`config.mk`:
```
export PLATFORM = sky130hd
export DESIGN_NAME = mem_access
export DESIGN_NICKNAME = d
export VERILOG_FILES = /design/src/rtl/cpu_pkg.sv /design/src/rtl/lsu_align.sv /design/src/rtl/mem_access.sv
export SDC_FILE = /design/constraint.sdc
export NUM_CORES = 1
export LEC_CHECK = 0
export ABC_AREA = 1
export CAP_MARGIN = 15
export CORE_UTILIZATION = 44
export CTS_BUF_LIST = sky130_fd_sc_hd__clkbuf_4 sky130_fd_sc_hd__clkbuf_8 sky130_fd_sc_hd__clkbuf_16
export CTS_CLUSTER_DIAMETER = 120
export DETAILED_ROUTE_END_ITERATION = 6
export PLACE_DENSITY = 0.85
export REMOVE_ABC_BUFFERS = 1
export SLEW_MARGIN = 20
export SYNTH_ARGS = -nofsm -noshare
export SYNTH_HDL_FRONTEND = slang
export SYNTH_SLANG_ARGS = --single-unit
```
`constraint.sdc`:
```
create_clock -name clk -period 3.6 [get_ports clk]
set_clock_uncertainty 0.05 [all_clocks]
set_input_delay 1.08 -clock clk [delete_from_list [all_inputs] [get_ports clk]]
set_output_delay 1.08 -clock clk [all_outputs]
set_load 0.03 [all_outputs]
```
`src/rtl/cpu_pkg.sv`:
```
// Shared load/store size codes, mem_access FSM states and request legality check.
package cpu_pkg;

  localparam logic [2:0] LS_B  = 3'b000;
  localparam logic [2:0] LS_H  = 3'b001;
  localparam logic [2:0] LS_W  = 3'b010;
  localparam logic [2:0] LS_BU = 3'b100;
  localparam logic [2:0] LS_HU = 3'b101;

  typedef enum logic [2:0] {
    IDLE,
    REQ,
    RESP,
    WB,
    ERR
  } state_t;

  // Unsigned sizes only make sense for loads, so a store with BU/HU is rejected.
  function automatic logic req_illegal(input logic ld, input logic st,
                                       input logic [2:0] f3, input logic [1:0] a);
    logic bad;
    bad = (ld == st);
    case (f3)
      LS_B:    bad = bad;
      LS_H:    bad = bad | a[0];
      LS_W:    bad = bad | (a != 2'b00);
      LS_BU:   bad = bad | st;
      LS_HU:   bad = bad | st | a[0];
      default: bad = 1'b1;
    endcase
    return bad;
  endfunction

endpackage

```
`src/rtl/lsu_align.sv`:
```
// Combinational store lane/enable generation and load byte/halfword extract with extension.
module lsu_align
  import cpu_pkg::*;
(
  input  logic [2:0]  funct3,
  input  logic [1:0]  byte_off,
  input  logic [31:0] store_data,
  input  logic [31:0] rdata,
  output logic [3:0]  wren,
  output logic [31:0] wdata,
  output logic [31:0] load_data
);

  logic [7:0]  byte_v;
  logic [15:0] half_v;

  assign byte_v = rdata[{byte_off, 3'b000} +: 8];
  assign half_v = byte_off[1] ? rdata[31:16] : rdata[15:0];

  always_comb begin
    wren  = 4'b0000;
    wdata = store_data;
    // Store lanes: funct3[1:0] carries the size since unsigned stores are already rejected.
    case (funct3[1:0])
      2'b00: begin
        wren  = 4'b0001 << byte_off;
        wdata = {4{store_data[7:0]}};
      end
      2'b01: begin
        wren  = 4'b0011 << byte_off;
        wdata = {2{store_data[15:0]}};
      end
      2'b10:   wren = 4'b1111;
      default: wren = 4'b0000;
    endcase
  end

  always_comb begin
    load_data = 32'h0;
    case (funct3)
      LS_B:    load_data = {{24{byte_v[7]}}, byte_v};
      LS_H:    load_data = {{16{half_v[15]}}, half_v};
      LS_W:    load_data = rdata;
      LS_BU:   load_data = {24'h0, byte_v};
      LS_HU:   load_data = {16'h0, half_v};
      default: load_data = 32'h0;
    endcase
  end

endmodule

```
`src/rtl/mem_access.sv`:
```
// Load/store stage: one operation at a time, request/grant to data memory, load writeback.
module mem_access
  import cpu_pkg::*;
#(
  parameter int ADDR_W = 32
) (
  input  logic              clk,
  input  logic              rstd,
  input  logic              req_valid,
  output logic              req_ready,
  input  logic              is_load,
  input  logic              is_store,
  input  logic [2:0]        funct3,
  input  logic [ADDR_W-1:0] addr,
  input  logic [31:0]       store_data,
  input  logic [4:0]        rd,
  output logic              mem_req,
  input  logic              mem_gnt,
  output logic [ADDR_W-1:0] mem_addr,
  output logic [3:0]        mem_wren,
  output logic [31:0]       mem_wdata,
  input  logic              mem_rvalid,
  input  logic [31:0]       mem_rdata,
  output logic              wb_valid,
  output logic [4:0]        wb_rd,
  output logic [31:0]       wb_data,
  output logic              done,
  output logic              err
);

  state_t            state_reg, state_next;
  logic              done_reg, done_next;
  logic [ADDR_W-1:0] addr_reg;
  logic [2:0]        funct3_reg;
  logic [4:0]        rd_reg;
  logic              is_load_reg;
  logic [3:0]        wren_reg;
  logic [31:0]       wdata_reg;
  logic [31:0]       wb_data_reg;

  logic              illegal;
  logic [2:0]        f3_sel;
  logic [1:0]        off_sel;
  logic [3:0]        align_wren;
  logic [31:0]       align_wdata;
  logic [31:0]       align_load;

  assign illegal = req_illegal(is_load, is_store, funct3, addr[1:0]);

  // One aligner serves both paths: live inputs while idle (store capture), captured ones after.
  assign f3_sel  = (state_reg == IDLE) ? funct3    : funct3_reg;
  assign off_sel = (state_reg == IDLE) ? addr[1:0] : addr_reg[1:0];

  lsu_align u_align (
    .funct3    (f3_sel),
    .byte_off  (off_sel),
    .store_data(store_data),
    .rdata     (mem_rdata),
    .wren      (align_wren),
    .wdata     (align_wdata),
    .load_data (align_load)
  );

  always_ff @(posedge clk or negedge rstd) begin
    if (!rstd) begin
      state_reg <= IDLE;
      done_reg  <= 1'b0;
    end else begin
      state_reg <= state_next;
      done_reg  <= done_next;
    end
  end

  always_comb begin
    state_next = state_reg;
    done_next  = 1'b0;
    case (state_reg)
      IDLE: if (req_valid) begin
        state_next = illegal ? ERR : REQ;
        done_next  = illegal;
      end
      REQ: if (mem_gnt) begin
        if (is_load_reg) begin
          state_next = RESP;
        end else begin
          state_next = IDLE;
          done_next  = 1'b1;
        end
      end
      RESP: if (mem_rvalid) begin
        state_next = WB;
        done_next  = 1'b1;
      end
      WB:      state_next = IDLE;
      ERR:     state_next = IDLE;
      default: state_next = IDLE;
    endcase
  end

  always_ff @(posedge clk or negedge rstd) begin
    if (!rstd) begin
      addr_reg    <= '0;
      funct3_reg  <= 3'b000;
      rd_reg      <= 5'd0;
      is_load_reg <= 1'b0;
      wren_reg    <= 4'b0000;
      wdata_reg   <= 32'h0;
      wb_data_reg <= 32'h0;
    end else begin
      if (state_reg == IDLE && req_valid) begin
        addr_reg    <= addr;
        funct3_reg  <= funct3;
        rd_reg      <= rd;
        is_load_reg <= is_load;
        wren_reg    <= (is_store && !illegal) ? align_wren : 4'b0000;
        wdata_reg   <= align_wdata;
      end
      if (state_reg == RESP && mem_rvalid) begin
        wb_data_reg <= align_load;
      end
    end
  end

  assign req_ready = (state_reg == IDLE);
  assign mem_req   = (state_reg == REQ);
  assign wb_valid  = (state_reg == WB);
  assign err       = (state_reg == ERR);
  assign done      = done_reg;
  assign mem_addr  = {addr_reg[ADDR_W-1:2], 2'b00};
  assign mem_wren  = wren_reg;
  assign mem_wdata = wdata_reg;
  assign wb_rd     = rd_reg;
  assign wb_data   = wb_data_reg;

endmodule

```
==> results of run 1 <==
## final timing paths
path                         startpoint     endpoint  slack, ns  cells past startpoint
min in group asynchronous          rstd   wb_data[4]       0.63                      1
setup / recovery           state_reg[0]      mem_req       0.44                      3
hold / removal              addr_reg[5]  addr_reg[5]       0.42                      2
hold reg to reg             addr_reg[5]  addr_reg[5]       0.42                      2
max in group asynchronous          rstd  addr_reg[7]       2.01                      2
setup reg to reg           state_reg[2]  wb_data[21]       1.40                      9
## logic make-up (layout without fill, tap and decap cells)
logic type / Yosys count / count (layout) / synth area share, %
AO/OA/AOI/OAI: 65 / 65 / 6.435
adder cells (fa/ha/maj): 1 / 1 / 0.2174
buffers and inverters: 106 / 301 / 9.891
flip-flops: 113 / 113 / 49.13
other: 1 / 3 / 0.06515
AND/OR/NAND/NOR: 487 / 487 / 34.26
## tightest hold or removal path, cell delays in order, from the launching register on
cell and delay [ns]:
sky130_fd_sc_hd__dfrtp_1 0.34, sky130_fd_sc_hd__nand2_1 0.05, sky130_fd_sc_hd__nand2_1 0.05
## through the flow
step / setup TNS [ns] / setup WS, ns / area [µm²]
floorplan: -21.94 / -0.6199 / 5340
detailed placement: 0 / 0.6154 / 7848
CTS: 0 / 0.4083 / 8462
global placement: 0 / 0.6788 / 7848
finish: 0 / 0.4411 / 8464
global route: 0 / 0.3036 / 8464
## placed cells by master (no fill, tap or decap)
master	Yosys	layout
sky130_fd_sc_hd__inv_1	36	36
sky130_fd_sc_hd__clkinv_2	0	4
sky130_fd_sc_hd__o21ai_2	4	4
sky130_fd_sc_hd__a21oi_2	1	1
sky130_fd_sc_hd__nor3_1	2	2
sky130_fd_sc_hd__nand4_1	1	1
sky130_fd_sc_hd__bufinv_16	0	3
sky130_fd_sc_hd__o21ai_0	40	40
sky130_fd_sc_hd__o221ai_1	1	1
sky130_fd_sc_hd__o21a_1	1	1
sky130_fd_sc_hd__conb_1	1	2
sky130_fd_sc_hd__clkinv_1	1	1
sky130_fd_sc_hd__nor2_4	0	1
sky130_fd_sc_hd__ha_1	1	1
sky130_fd_sc_hd__o21ai_1	1	1
sky130_fd_sc_hd__clkdlybuf4s50_1	0	217
sky130_fd_sc_hd__buf_12	0	2
sky130_fd_sc_hd__nand2_1	403	403
sky130_fd_sc_hd__nand2_2	8	8
sky130_fd_sc_hd__dfrtp_1	113	113
sky130_fd_sc_hd__buf_4	35	10
sky130_fd_sc_hd__inv_2	3	3
sky130_fd_sc_hd__nand3_1	52	52
sky130_fd_sc_hd__clkbuf_8	0	3
sky130_fd_sc_hd__nand3_2	1	1
sky130_fd_sc_hd__clkinvlp_4	0	3
sky130_fd_sc_hd__a21oi_1	7	7
sky130_fd_sc_hd__nand2_8	1	1
sky130_fd_sc_hd__diode_2	0	1
sky130_fd_sc_hd__a2bb2oi_1	3	3
sky130_fd_sc_hd__nor2_8	1	1
sky130_fd_sc_hd__nor2_1	13	13
sky130_fd_sc_hd__o22ai_1	7	7
sky130_fd_sc_hd__clkbuf_4	0	2
sky130_fd_sc_hd__clkbuf_16	0	17
sky130_fd_sc_hd__nor2_2	3	2
sky130_fd_sc_hd__nand3b_1	2	2
## power by group through the flow
stage | Sequential, µW | Combinational [µW] | Clock (µW)
4_1_cts | 2130 | 4420 | 1750
2_1_floorplan | 3130 | 1600 | 0
3_3_place_gp | 2120 | 4330 | 0
3_5_place_dp | 2140 | 4400 | 0
6_report | 2130 | 4400 | 1720
5_1_grt | 2200 | 4760 | 1820
## final cells by class
| type | instances | area, µm² | share of cell area (%) |
|---|---|---|---|
| clock buffer | 22 | 481.7 | 5.691 |
| antenna | 1 | 2.502 | 0.02956 |
| timing repair buffer | 229 | 2287 | 27.02 |
| inverter | 40 | 150.1 | 1.774 |
| clock inverter | 10 | 132.6 | 1.567 |
| tap | 172 | 215.2 | 2.542 |
| multi-input combinational | 555 | 2367 | 27.97 |
| sequential | 113 | 2828 | 33.41 |
## metal layers
layer / GRT usage (%) / wire length (µm) / part of all wire [%]
met1: 32.23 / 7050 / 42
met2: 41.62 / 8008 / 48
met3: 4.878 / 1083 / 6.5
met4: 12.22 / 601 / 3.6
met5: 0 / 0 / 0
==> results.toml, run 1 <==
[global_route]
grt_first_pass_wirelength_um = 26180
congestion_overflow_gr = 0
antenna_found_initial = 1
grt_usage_pct = 25.36
vias_in_the_first_global_route = 5202
maximum_number_of_pins_on_one_net_before_global_route_repair = 58

[sta]
fmax_mhz = 316.6
timing_max_transition_violations_final = 0
finalSetupViolCount = 0
worstMarginPinSlew_ns = 0.6532
hold_viol = 0
rsz0062_at_grt = "false"
final_period_minus_worst_setup_slack_ns = 3.159
final.period_utilization_pct = 87.75
slew_headroom_pct = 56.40
fin_hold_ws_ns = 0.4190

[route]
drt_drc_violations_left = 0
post_drt_via_cell_ratio = 4.942
post_dr_wirelength_cell_um = 14.66
postRouteAntennaNets = 0
drt-initial-drc-count = 505
detail_route.first_pass.iterations = 6
route.vias.total = 5644
totalWireLength_um = 16740

[pwr]
pwr_per_cell_area_nw_per_um2 = 974.2
fin_total_pwr_uw = 8246
clock_power_share_pct = 20.9
vdd_ir_drop_max_mv = 0.5484
p_leak_uw = 0.004224
internal_power_uw = 4610
switchingPower_uw = 3636
sw_share_pct = 44.10
pwr-share-comb_pct = 53.3
power.sequential.fraction_pct = 25.8

[layout]
final_layout_size_suffix_gt1_share_pct = 6.811
utilization_pct = 66.80
design.final.nets = 1068
areaGrowthSynthToFinish_pct = 47.07
filler_cell_count_in_the_final_layout = 1050
final_cells = 1142

[die]
die_width_um = 116.4
dieHeight_um = 116.4
start_util_pct = 45.42
design.die.area_um2 = 13540
core_um2 = 12670
count_of_standard_cell_rows = 41
io_pins = 221

[clock_network]
ctsRootBufferMaster = "sky130_fd_sc_hd__clkbuf_16"
cts_max_level = 4
clkTransAtPathRegs_ns = 0.05
cts_made_buffers = 17
clkSinkCount = 113
cts_tree = "done"
postCtsSetupBuffers = 0
hold_buffers = 0
cts_max_path_buffers = 2
cts.repair.resized = 0
clk_latency_ns = 0.41

[critical_path]
critical_path.top_delay_family = "buffers and inverters"
timing.critical_path.required_ns = 2.47
criticalPathCategory = "reg -> out"
critPathMaxFanout = 4
max_stage_delay_ns = 0.75
critPathCaptureType = "output pin"
cpMaxStageDelayCell = "sky130_fd_sc_hd__clkdlybuf4s50_1"
critPathLaunchType = "register"
arrival_ns = 2.03
crit_path_cell_trace = "inv_1, nor3_1, clkdlybuf4s50_1"
critical_path.n_buffers_inverters = 2

[synthesis]
synth_top_flop_cell = "sky130_fd_sc_hd__dfrtp_1"
synth_sequential_area_ratio_pct = 49.13
number_of_instances_in_the_synthesized_netlist = 773
netlist.top_cell.by_area = "sky130_fd_sc_hd__dfrtp_1"
post_synth_main_area_contributors = "sky130_fd_sc_hd__dfrtp_1 (49%), sky130_fd_sc_hd__nand2_1 (26%), sky130_fd_sc_hd__buf_4 (4.6%)"
fraction_of_synthesized_cell_area_taken_by_the_top_area_cell_type_pct = 49.13
postSynthRegisterBits = 113
synth_edf_count = 0
avgSynthCellArea_um2 = 7.446
async_flop_share_pct = 100.0
synth_common_cells = "sky130_fd_sc_hd__nand2_1 (403), sky130_fd_sc_hd__dfrtp_1 (113), sky130_fd_sc_hd__nand3_1 (52)"
ys.warnings.count = 0
synth.distinct_cells = 31
synthesis.area_um2 = 5756
yosys.cell_count.top_type = "sky130_fd_sc_hd__nand2_1"

[job]
maxCapViolations = 0

[place]
gp_congestion = 0.8902
dpl.cell_count = 1109
numPortBuffers = 218
hpwl_um = 11930

[status]
status = "complete, no violations"

[worst_hold_path]
worst_hold_path_type = "reg -> reg"
Power figures use the tool's default switching activity.
==> run 2, diff against run 1 <==
--- a/config.mk
+++ b/config.mk
@@ -9,7 +9,7 @@
 export CAP_MARGIN = 15
 export CORE_UTILIZATION = 44
 export CTS_BUF_LIST = sky130_fd_sc_hd__clkbuf_4 sky130_fd_sc_hd__clkbuf_8 sky130_fd_sc_hd__clkbuf_16
-export CTS_CLUSTER_DIAMETER = 120
+export CTS_CLUSTER_DIAMETER = 30
 export DETAILED_ROUTE_END_ITERATION = 6
 export PLACE_DENSITY = 0.85
 export REMOVE_ABC_BUFFERS = 1
==> results of run 2 <==
No change in the layout: final DEF, timing and power equal those of run 1.
